--- config.mk ---
export PLATFORM = sky130hd
export DESIGN_NAME = division_con_signo
export DESIGN_NICKNAME = d
export VERILOG_FILES = /design/src/rtl/division_con_signo.sv
export SDC_FILE = /design/constraint.sdc
export NUM_CORES = 1
export LEC_CHECK = 0
export ABC_AREA = 1
export CAP_MARGIN = 5
export CORE_ASPECT_RATIO = 0.9
export CORE_MARGIN = 2
export CORE_UTILIZATION = 35
export CTS_CLUSTER_DIAMETER = 200
export CTS_CLUSTER_SIZE = 16
export DETAILED_ROUTE_END_ITERATION = 7
export GPL_TIMING_DRIVEN = 0
export PLACE_DENSITY = 0.52
export SYNTH_ARGS = -nofsm -noshare
export SYNTH_HDL_FRONTEND = slang
export SYNTH_SLANG_ARGS = --single-unit
--- constraint.sdc ---
create_clock -name clk -period 3.15 [get_ports clk]
set_clock_uncertainty 0.15 [all_clocks]
set_input_delay 0.945 -clock clk [delete_from_list [all_inputs] [get_ports clk]]
set_output_delay 0.945 -clock clk [all_outputs]
set_load 0.02 [all_outputs]
--- src/rtl/division_con_signo.sv ---
// division_con_signo: sequential signed integer divider (restoring, magnitude based).
// Truncated quotient Q and remainder R; R carries the dividend's sign.
// Handshake: valid sampled in IDLE, one-cycle done pulse, busy while computing.
// Optional build macro DIVISION_CON_SIGNO_EARLY_EXIT_EN: when |A| < |B| (B != 0)
// the result Q=0, R=A is produced directly from IDLE with 1-cycle latency.
module division_con_signo #(
  parameter int N = 8
) (
  input  logic         clk,
  input  logic         rst,
  input  logic         valid,
  input  logic [N-1:0] A,
  input  logic [N-1:0] B,
  output logic [N-1:0] Q,
  output logic [N-1:0] R,
  output logic         done,
  output logic         busy,
  output logic         div_by_zero,
  output logic         ovf
);

  localparam int CW = $clog2(N + 1);

  localparam logic [2:0] S_IDLE  = 3'd0;
  localparam logic [2:0] S_SHIFT = 3'd1;
  localparam logic [2:0] S_SUB   = 3'd2;
  localparam logic [2:0] S_FIX   = 3'd3;
  localparam logic [2:0] S_DONE  = 3'd4;

  localparam logic [N-1:0] MIN_NEG = {1'b1, {(N-1){1'b0}}};

  logic [2:0]   state_q, state_d;
  logic [N-1:0] a_q, a_d;
  logic [N-1:0] b_q, b_d;
  logic [N-1:0] mag_b_q, mag_b_d;
  logic         sa_q, sa_d;
  logic         sb_q, sb_d;
  logic [N:0]   rem_q, rem_d;
  logic [N-1:0] quo_q, quo_d;
  logic [CW-1:0] cnt_q, cnt_d;
  logic [N-1:0] q_q, q_d;
  logic [N-1:0] r_q, r_d;
  logic         dz_q, dz_d;
  logic         ovf_q, ovf_d;

  logic [N-1:0] abs_a;
  logic [N-1:0] abs_b;
  logic [N+1:0] trial;

  // Operand magnitudes; |-2^(N-1)| wraps to 2^(N-1), which is correct as unsigned.
  always_comb begin
    abs_a = A[N-1] ? ('0 - A) : A;
    abs_b = B[N-1] ? ('0 - B) : B;
    trial = {1'b0, rem_q} - {2'b00, mag_b_q};
  end

  // Next-state and datapath control for the shift/subtract FSM.
  always_comb begin
    state_d = state_q;
    a_d     = a_q;
    b_d     = b_q;
    mag_b_d = mag_b_q;
    sa_d    = sa_q;
    sb_d    = sb_q;
    rem_d   = rem_q;
    quo_d   = quo_q;
    cnt_d   = cnt_q;
    q_d     = q_q;
    r_d     = r_q;
    dz_d    = dz_q;
    ovf_d   = ovf_q;
    unique case (state_q)
      S_IDLE: begin
        if (valid) begin
          a_d     = A;
          b_d     = B;
          sa_d    = A[N-1];
          sb_d    = B[N-1];
          mag_b_d = abs_b;
          if (B == '0) begin
            q_d     = '1;
            r_d     = A;
            dz_d    = 1'b1;
            ovf_d   = 1'b0;
            state_d = S_DONE;
          end
`ifdef DIVISION_CON_SIGNO_EARLY_EXIT_EN
          else if (abs_a < abs_b) begin
            q_d     = '0;
            r_d     = A;
            dz_d    = 1'b0;
            ovf_d   = 1'b0;
            state_d = S_DONE;
          end
`endif
          else begin
            rem_d   = '0;
            quo_d   = abs_a;
            cnt_d   = CW'(N);
            dz_d    = 1'b0;
            ovf_d   = 1'b0;
            state_d = S_SHIFT;
          end
        end
      end
      S_SHIFT: begin
        rem_d   = {rem_q[N-1:0], quo_q[N-1]};
        quo_d   = {quo_q[N-2:0], 1'b0};
        state_d = S_SUB;
      end
      S_SUB: begin
        if (!trial[N+1]) begin
          rem_d    = trial[N:0];
          quo_d[0] = 1'b1;
        end else begin
          quo_d[0] = 1'b0;
        end
        cnt_d   = cnt_q - 1'b1;
        state_d = (cnt_q == CW'(1)) ? S_FIX : S_SHIFT;
      end
      S_FIX: begin
        q_d     = (sa_q ^ sb_q) ? ('0 - quo_q) : quo_q;
        r_d     = sa_q ? ('0 - rem_q[N-1:0]) : rem_q[N-1:0];
        ovf_d   = (a_q == MIN_NEG) && (b_q == '1);
        state_d = S_DONE;
      end
      S_DONE: begin
        state_d = S_IDLE;
      end
      default: begin
        state_d = S_IDLE;
      end
    endcase
  end

  // State registers; asynchronous reset aborts any operation in flight.
  always_ff @(posedge clk or posedge rst) begin
    if (rst) begin
      state_q <= S_IDLE;
      a_q     <= '0;
      b_q     <= '0;
      mag_b_q <= '0;
      sa_q    <= 1'b0;
      sb_q    <= 1'b0;
      rem_q   <= '0;
      quo_q   <= '0;
      cnt_q   <= '0;
      q_q     <= '0;
      r_q     <= '0;
      dz_q    <= 1'b0;
      ovf_q   <= 1'b0;
    end else begin
      state_q <= state_d;
      a_q     <= a_d;
      b_q     <= b_d;
      mag_b_q <= mag_b_d;
      sa_q    <= sa_d;
      sb_q    <= sb_d;
      rem_q   <= rem_d;
      quo_q   <= quo_d;
      cnt_q   <= cnt_d;
      q_q     <= q_d;
      r_q     <= r_d;
      dz_q    <= dz_d;
      ovf_q   <= ovf_d;
    end
  end

  assign Q           = q_q;
  assign R           = r_q;
  assign div_by_zero = dz_q;
  assign ovf         = ovf_q;
  assign done        = (state_q == S_DONE);
  assign busy        = (state_q == S_SHIFT) || (state_q == S_SUB) || (state_q == S_FIX);

endmodule

==> metrics.md, run 1 <==
| Metric | Value |
|---|---|
| Post-CTS Resized | 2 |
| Most frequent cells after synthesis | nand2_1, inv_1, dfrtp_1 |
| Die area | 0.0123 mm^2 |
| Syn Nets | approximately 580 |
| Unrepaired setup endpoints after global routing | no |
| Via density | between 4 and 5 |
| Final setup fails | 0 |
| All-layer global routing usage | 18.3% |
| Buffers on Ports | 37 |
| Vias | 3600 |
| Power Total | ~5.4 mW |
| Die Width | 117 um |
| Total CTS buffers | 9 |
| Final wirelength | ~11000 um |
| WP data required | 2050 ps |
| Number of remaining DRC errors | 0 |
| Status | finished clean |
| Maximum clock frequency | 349 MHz |
| EDFF count, synth | 0 |
| Design Area, Final | about 0.0049 mm^2 |
| Detail Route Antenna Nets | 0 |
| Int Pwr | approximately 2.9 mW |
| Yosys reg bits | 65 |
| Count leader, synth | nand2_1 |
| Post-Synth Adder-Cell Area | 4.89% |
| Met2 global-route usage | approximately a quarter |
| Global-route wire length before repair | 17300 um |
| Dominant cell type by area after synthesis | dfrtp_1 |
| Pwr/cell area | roughly 1100 mW/mm^2 |
| Max-Cap Viols | 0 |
| Critical Path Fanout Max | 10 |
| Sw Pwr | between 2 and 2.5 mW |
| Period minus WS final | 2870 ps |
| Final hold vios | 0 |
| Synthesized area per cell | ~7.3 um^2 |
| Dpl cell area | around 0.0046 mm^2 |
| Final GP Congestion | 0.861 |
| Largest family of logic cells by synthesized area | simple AND/OR/NAND/NOR gates |
| Initial core utilization | around 36% |
| Period utilization | between 90% and 100% |
| Ant diodes | 0 |
| Hold path cells | 2 |
| Worst min path class | register to register |
| Global Route met1 Usage | between 20% and 30% |
| Post-synthesis simple-gate area fraction | approximately 31% |
| CTS HTree Levels | 3 |
| Synth Area in Compound Gates | around 13% |
| Rel. slew slack | 44.2% |
| Final setup TNS | 0 ps |
| Ys Warns | 0 |
| Post-CTS setup buffers | 0 |
| Grt ovf | 0 |
| Gr busiest metal | met1 |
| Layout area overhead | 21.6% |
| Non-filler cells in the finished layout | around 750 |
| Yosys top cell area share | roughly two fifths |
| Worst hold path startpoint | R[3] |
| Placed cells | 734 |
| Antenna violations before repair | 0 |
| Nets | roughly 630 |
| Clock tree buffer depth | 2 |
| Arrival time of the worst setup path | approximately 1800 ps |
| Core Area | between 0.01 and 0.015 mm^2 |
| FF-to-FF setup slack | around 1100 ps |
| WHS Endpoint | R[3] |
| Top FF cell, synth | dfrtp_1 |
| Synth unique cells | 38 |
| Register area share after synthesis | about two fifths |
| Hold buffer count at cts | 0 |
| Synth area leaders | dfrtp_1, nand2_1, inv_1 |
| Share of cells above drive strength 1 | 11.2% |
| Mux contribution to synthesized area | 0% |
| XOR/XNOR Fraction of Synth Area | less than 1% |
| Slew @ Worst Pin | 836 ps |
| Worst R2R Path Depth | 12 |
| Largest net degree at the start of global routing | 66 |
| Clock share of power | a little under a fifth |
| Gate count of the mapped netlist | between 500 and 600 |
| Met3 global-route usage | just under 4% |
| Setup crit start kind | register |
| Top-Level Pins | 39 |
| Sequential share of power | between 20% and 30% |
| Reg-to-Reg Start | b_q[0] |
| CTS tree | built |
| Post-DP HPWL | about 8000 um |
| Async SR Flop Fraction | 100% |
| First-pass DRT Iterations | 5 |
| Logic pwr share | between 50 and 60% |
| Detailed Route Iter0 Violations | approximately 250 |
| Vias in the first global route | about 3300 |
| Worst Setup End Kind | output port |
| Clock Sinks | 65 |
| Synthesized area | 0.00399 mm^2 |
| Max-slew violation count | 0 |
| Sw frac | a little under half |
| Worst skew pair latency | 330 ps |
| Die H | 105 um |
| Drt wl/cell | 14.1 um |
| Reg2reg end | rem_q[6] |
| P_leak | 2.42 nW |
| Clock Tree Root | clkbuf_16 |
| Rows | 36 |
| Clock-pin slew on the worst setup and hold paths | approximately 50 ps |
| VDD IR max | between 0.0005 and 0.0006 V |
| Critical setup path kind | register to output port |
==> routing by layer <==
| metal | vias up | share of wire (%) |
|---|---|---|
| li1 | 1850 | - |
| met1 | 1666 | 53 |
| met2 | 76 | 42 |
| met3 | 8 | 4.3 |
| met4 | 0 | 0.94 |
| met5 | - | 0 |
==> layout by cell type, fill, tap and decap left out, types with 3 or more instances in the layout <==
cell type and n:
nand2_1 166, inv_1 68, dfrtp_1 65, nand3_1 43, o21ai_0 41, clkdlybuf4s50_1 36, nor2_1 31, a21oi_1 19
ha_1 14, inv_2 11, clkbuf_16 9, buf_2 8, o22ai_1 8, nor2_2 8, o21ai_1 8, nand4_1 8
nand2_2 6, nor3_1 4, nor2_4 3, nand3_2 3, xor2_1 3
==> flip-flops by register name (all words and copies together), names as in the netlist <==
register / cells
rem_q: 9
Q: 8
R: 8
a_q: 8
b_q: 8
quo_q: 8
mag_b_q: 7
cnt_q: 4
state_q: 3
div_by_zero: 1
ovf: 1
==> through the flow <==
stage	setup slack (ps)	utilization [%]	hold WS (ps)
5_1_grt	156	44.2	349
3_5_place_dp	219	41.5	316
3_3_place_gp	-860	41.4	311
6_report	285	44.2	326
2_1_floorplan	429	-	292
4_1_cts	267	44.2	330
==> logic make-up after synthesis <==
| kind of cell | count (synthesis) |
|---|---|
| adders and majority gates | 15 |
| buffers and inverters | 93 |
| DFF | 65 |
| xor gates and xnor gates | 3 |
| AOI/OAI and AO/OA | 90 |
| and+or+nand+nor | 279 |
==> layout make-up <==
cell class | instances | area, um^2
fillers | 1163 | 6140
multi-input cells | 387 | 1970
flip-flops and latches | 65 | 1630
repair buffers | 37 | 369
inverters | 80 | 303
clock buffers | 12 | 256
well taps | 152 | 190
plain buffers | 13 | 97.6
clock inverters | 3 | 40.0
==> worst max-delay path, stage by stage, from the launching register on <==
cell	delay (ps)
dfrtp_1	430
nor2_4	170
nand2_2	150
buf_2	240
nand3_1	100
dlygate4sd2_1	340
==> power groups by stage <==
stage	Sequential, mW	Combinational (mW)	Clock [mW]
after global routing	1.55	3.26	1.07
after CTS	1.51	2.87	1.03
after detailed placement	1.52	2.86	0
after global placement	1.51	2.83	0
final	1.50	2.86	1.01
after floorplan	1.56	1.98	0
==> how the worst max path moves through the flow <==
stage / start / cells after the start / endpoint
6_report: state_q[1] / 5 / busy
5_1_grt: state_q[1] / 5 / busy
4_1_cts: state_q[1] / 5 / busy
3_5_place_dp: B[1] / 12 / rem_q[7]
3_3_place_gp: rst / 2 / rem_q[8]
2_1_floorplan: rst / 1 / Q[0]
Power figures use the tool's default switching activity.
==> inputs of run 2 (changes only) <==
- SKIP_LAST_GASP: not set -> 1
==> results of run 2 <==
No change in the layout: final DEF, timing and power equal those of run 1.
==> inputs of run 3 (changes only) <==
- CORE_UTILIZATION: 35 -> 57
- PLACE_DENSITY: 0.52 -> 0.79
==> run 3 against run 2 <==
- sequential power about the same
- core utilization grew 26 points
- cell count decreased by 8.0%
- combinational power about the same
- non-clock buffer count up 1
- sequential cell count stayed put
- die area fell by 37%
- worst setup slack better by 110 ps
- largest cell class unchanged
==> metrics.md, run 3 (same netlist as run 1, synthesis figures left out) <==
| Metric | Value |
|---|---|
| Status | finished clean (unchanged) |
| Die H | 83.4 um (was 105 um) |
| Slew @ Worst Pin | 685 ps (was 836 ps) |
| Period utilization | 87.6% (was 91.0%) |
| Maximum clock frequency | 363 MHz (was 349 MHz) |
| Sw frac | 46.5% (was 45.4%) |
| Setup WS pre-CTS | 301 ps (was 219 ps) |
| Die Width | 92.2 um (was 117 um) |
| Max-slew violation count | 0 (unchanged) |
| Ant diodes | 0 (unchanged) |
| Period minus WS final | 2760 ps (was 2870 ps) |
| Via density | 5.51 (was 4.81) |
| Antenna violations before repair | 0 (unchanged) |
| Post-CTS Resized | 1 (was 2) |
| Post-DP HPWL | 7480 um (was 7980 um) |
| Critical setup path kind | register to output port (unchanged) |
| Met2 global-route usage | 43.6% (was 26.4%) |
| Max FFs per register | 9 (unchanged) |
| Buf+Inv Stages, Crit Path | 1 (was 2) |
| Max-Cap Viols | 0 (unchanged) |
| Top-Level Pins | 39 (unchanged) |
| Dpl cell area | 0.00450 mm^2 (was 0.00456 mm^2) |
| Detail Route Antenna Nets | 0 (unchanged) |
| Int Pwr | 2.77 mW (was 2.93 mW) |
| Hold buffer count at cts | 0 (unchanged) |
| Vias | 3796 (was 3600) |
| Biggest register | rem_q (unchanged) |
| Largest net degree at the start of global routing | 35 (was 66) |
| Number of remaining DRC errors | 0 (unchanged) |
| Final wirelength | 9950 um (was 10600 um) |
| Nets | 628 (was 627) |
| Final setup fails | 0 (unchanged) |
| Clock Tree Root | clkbuf_8 (was clkbuf_16) |
| Final Util | 70.7% (was 44.2%) |
| Hold Slack | 328 ps (was 326 ps) |
| All-layer global routing usage | 27.7% (was 18.3%) |
| Crit path setup slack, layout | 392 ps (was 285 ps) |
| CP peak stage delay | 640 ps (was 430 ps) |
| Drt wl/cell | 14.4 um (was 14.1 um) |
| Met3 global-route usage | 4.63% (was 3.97%) |
| Final GP Congestion | 0.867 (was 0.861) |
| Sw Pwr | 2.40 mW (was 2.44 mW) |
| Arrival time of the worst setup path | 1660 ps (was 1770 ps) |
| Gr busiest metal | met2 (was met1) |
| Core Area | 0.00669 mm^2 (was 0.0110 mm^2) |
| Grt ovf | 0 (unchanged) |
| Vias in the first global route | 3615 (was 3332) |
| CP cell instances | nor3_1 > clkdlybuf4s50_1 (was nor2_4 > nand2_2 > buf_2 > nand3_1 > dlygate4sd2_1) |
| Global Route met1 Usage | 39.2% (was 27.8%) |
| Unrepaired setup endpoints after global routing | no (unchanged) |
| Critical Path Fanout Max | 5 (was 10) |
| Commonest non-fill, non-tap cell in the layout | nand2_1 (unchanged) |
| Sequential share of power | 29.3% (was 28.0%) |
| Rows | 28 (was 36) |
| Post-CTS setup buffers | 0 (unchanged) |
| Rel. slew slack | 54.3% (was 44.2%) |
| Setup crit start kind | register (unchanged) |
| Buffers on Ports | 37 (unchanged) |
| Detailed Route Iter0 Violations | 294 (was 252) |
| VDD IR max | 0.000645 V (was 0.000502 V) |
| Logic pwr share | 55.5% (was 53.2%) |
| P_leak | 2.40 nW (was 2.42 nW) |
| Clock-pin slew on the worst setup and hold paths | 70 ps (was 50 ps) |
| CTS HTree Levels | 3 (unchanged) |
| Worst skew pair latency | 350 ps (was 330 ps) |
| CP top delay family | buffers and inverters (unchanged) |
| First-pass DRT Iterations | 5 (unchanged) |
| WP data required | 2050 ps (about the same) |
| Power Total | 5.17 mW (was 5.37 mW) |
| Die area | 0.00769 mm^2 (was 0.0123 mm^2) |
| Pwr/cell area | 1090 mW/mm^2 (was 1110 mW/mm^2) |
| Share of cells above drive strength 1 | 11.5% (was 11.2%) |
| Clock tree buffer depth | 2 (unchanged) |
| Slowest CP cell | clkdlybuf4s50_1 (was dfrtp_1) |
| CTS tree | built (unchanged) |
| Layout area overhead | 18.4% (was 21.6%) |
| Global-route wire length before repair | 17100 um (was 17300 um) |
| Total CTS buffers | 9 (unchanged) |
| Design Area, Final | 0.00473 mm^2 (was 0.00485 mm^2) |
| Clock Sinks | 65 (unchanged) |
| Most frequent cells in the layout | nand2_1, inv_1, dfrtp_1 (unchanged) |
| Initial core utilization | 59.7% (was 36.3%) |
| Worst Setup End Kind | output port (unchanged) |
| Worst min path class | register to register (unchanged) |
| Final hold vios | 0 (unchanged) |
| Clock share of power | 15.2% (was 18.8%) |
## run 3: stage by stage
stage,setup TNS (ps),instances
final,0,689
after global routing,0,689
after CTS,0,689
after detailed placement,0,673
after global placement,-44340,672
after floorplan,0,545
## run 3: power groups by stage
stage	Sequential (mW)	Combinational [mW]	Clock [mW]
CTS	1.51	2.86	0.797
detailed placement	1.52	2.83	0
finish	1.51	2.87	0.786
floorplan	1.56	1.98	0
global placement	1.50	2.74	0
global route	1.56	3.24	0.834
## run 3: routing by layer
metal / wire, um / vias up
met5: 0 / -
met4: 238 / 0
met3: 566 / 25
met2: 4520 / 138
met1: 4620 / 1778
li1: - / 1855
## run 3: final cells by class
class / instances / area [um^2]
Fill cell: 543 / 1960
Tap cell: 90 / 113
Timing Repair Buffer: 38 / 393
Clock buffer: 15 / 196
Buffer: 13 / 97.6
Inverter: 80 / 300
Clock inverter: 1 / 30.0
Sequential cell: 65 / 1630
Multi-Input combinational cell: 387 / 1970
## run 3: path summary, 6_finish.rpt
check | startpoint | endpoint | slack [ps] | cells past startpoint
min in group asynchronous | rst | b_q[2] | 880 | 2
worst min register to register | a_q[4] | a_q[4] | 330 | 2
worst min-delay path | a_q[4] | a_q[4] | 330 | 2
worst max-delay path | state_q[0] | done | 390 | 2
worst max register to register | rem_q[0] | rem_q[6] | 1030 | 13
max in group asynchronous | rst | rem_q[8] | 1340 | 3
## run 3: worst register-to-register path, cell delays in order, from the launching register on
cell	delay, ps
dfrtp_1	340
inv_1	120
ha_1	250
fa_1	410
inv_1	70
nand2_1	70
nand2_1	130
nand3b_1	120
nand2_1	70
nand2_1	40
nand3_1	90
nand2_1	60
nand2_1	60
nand2_1	50
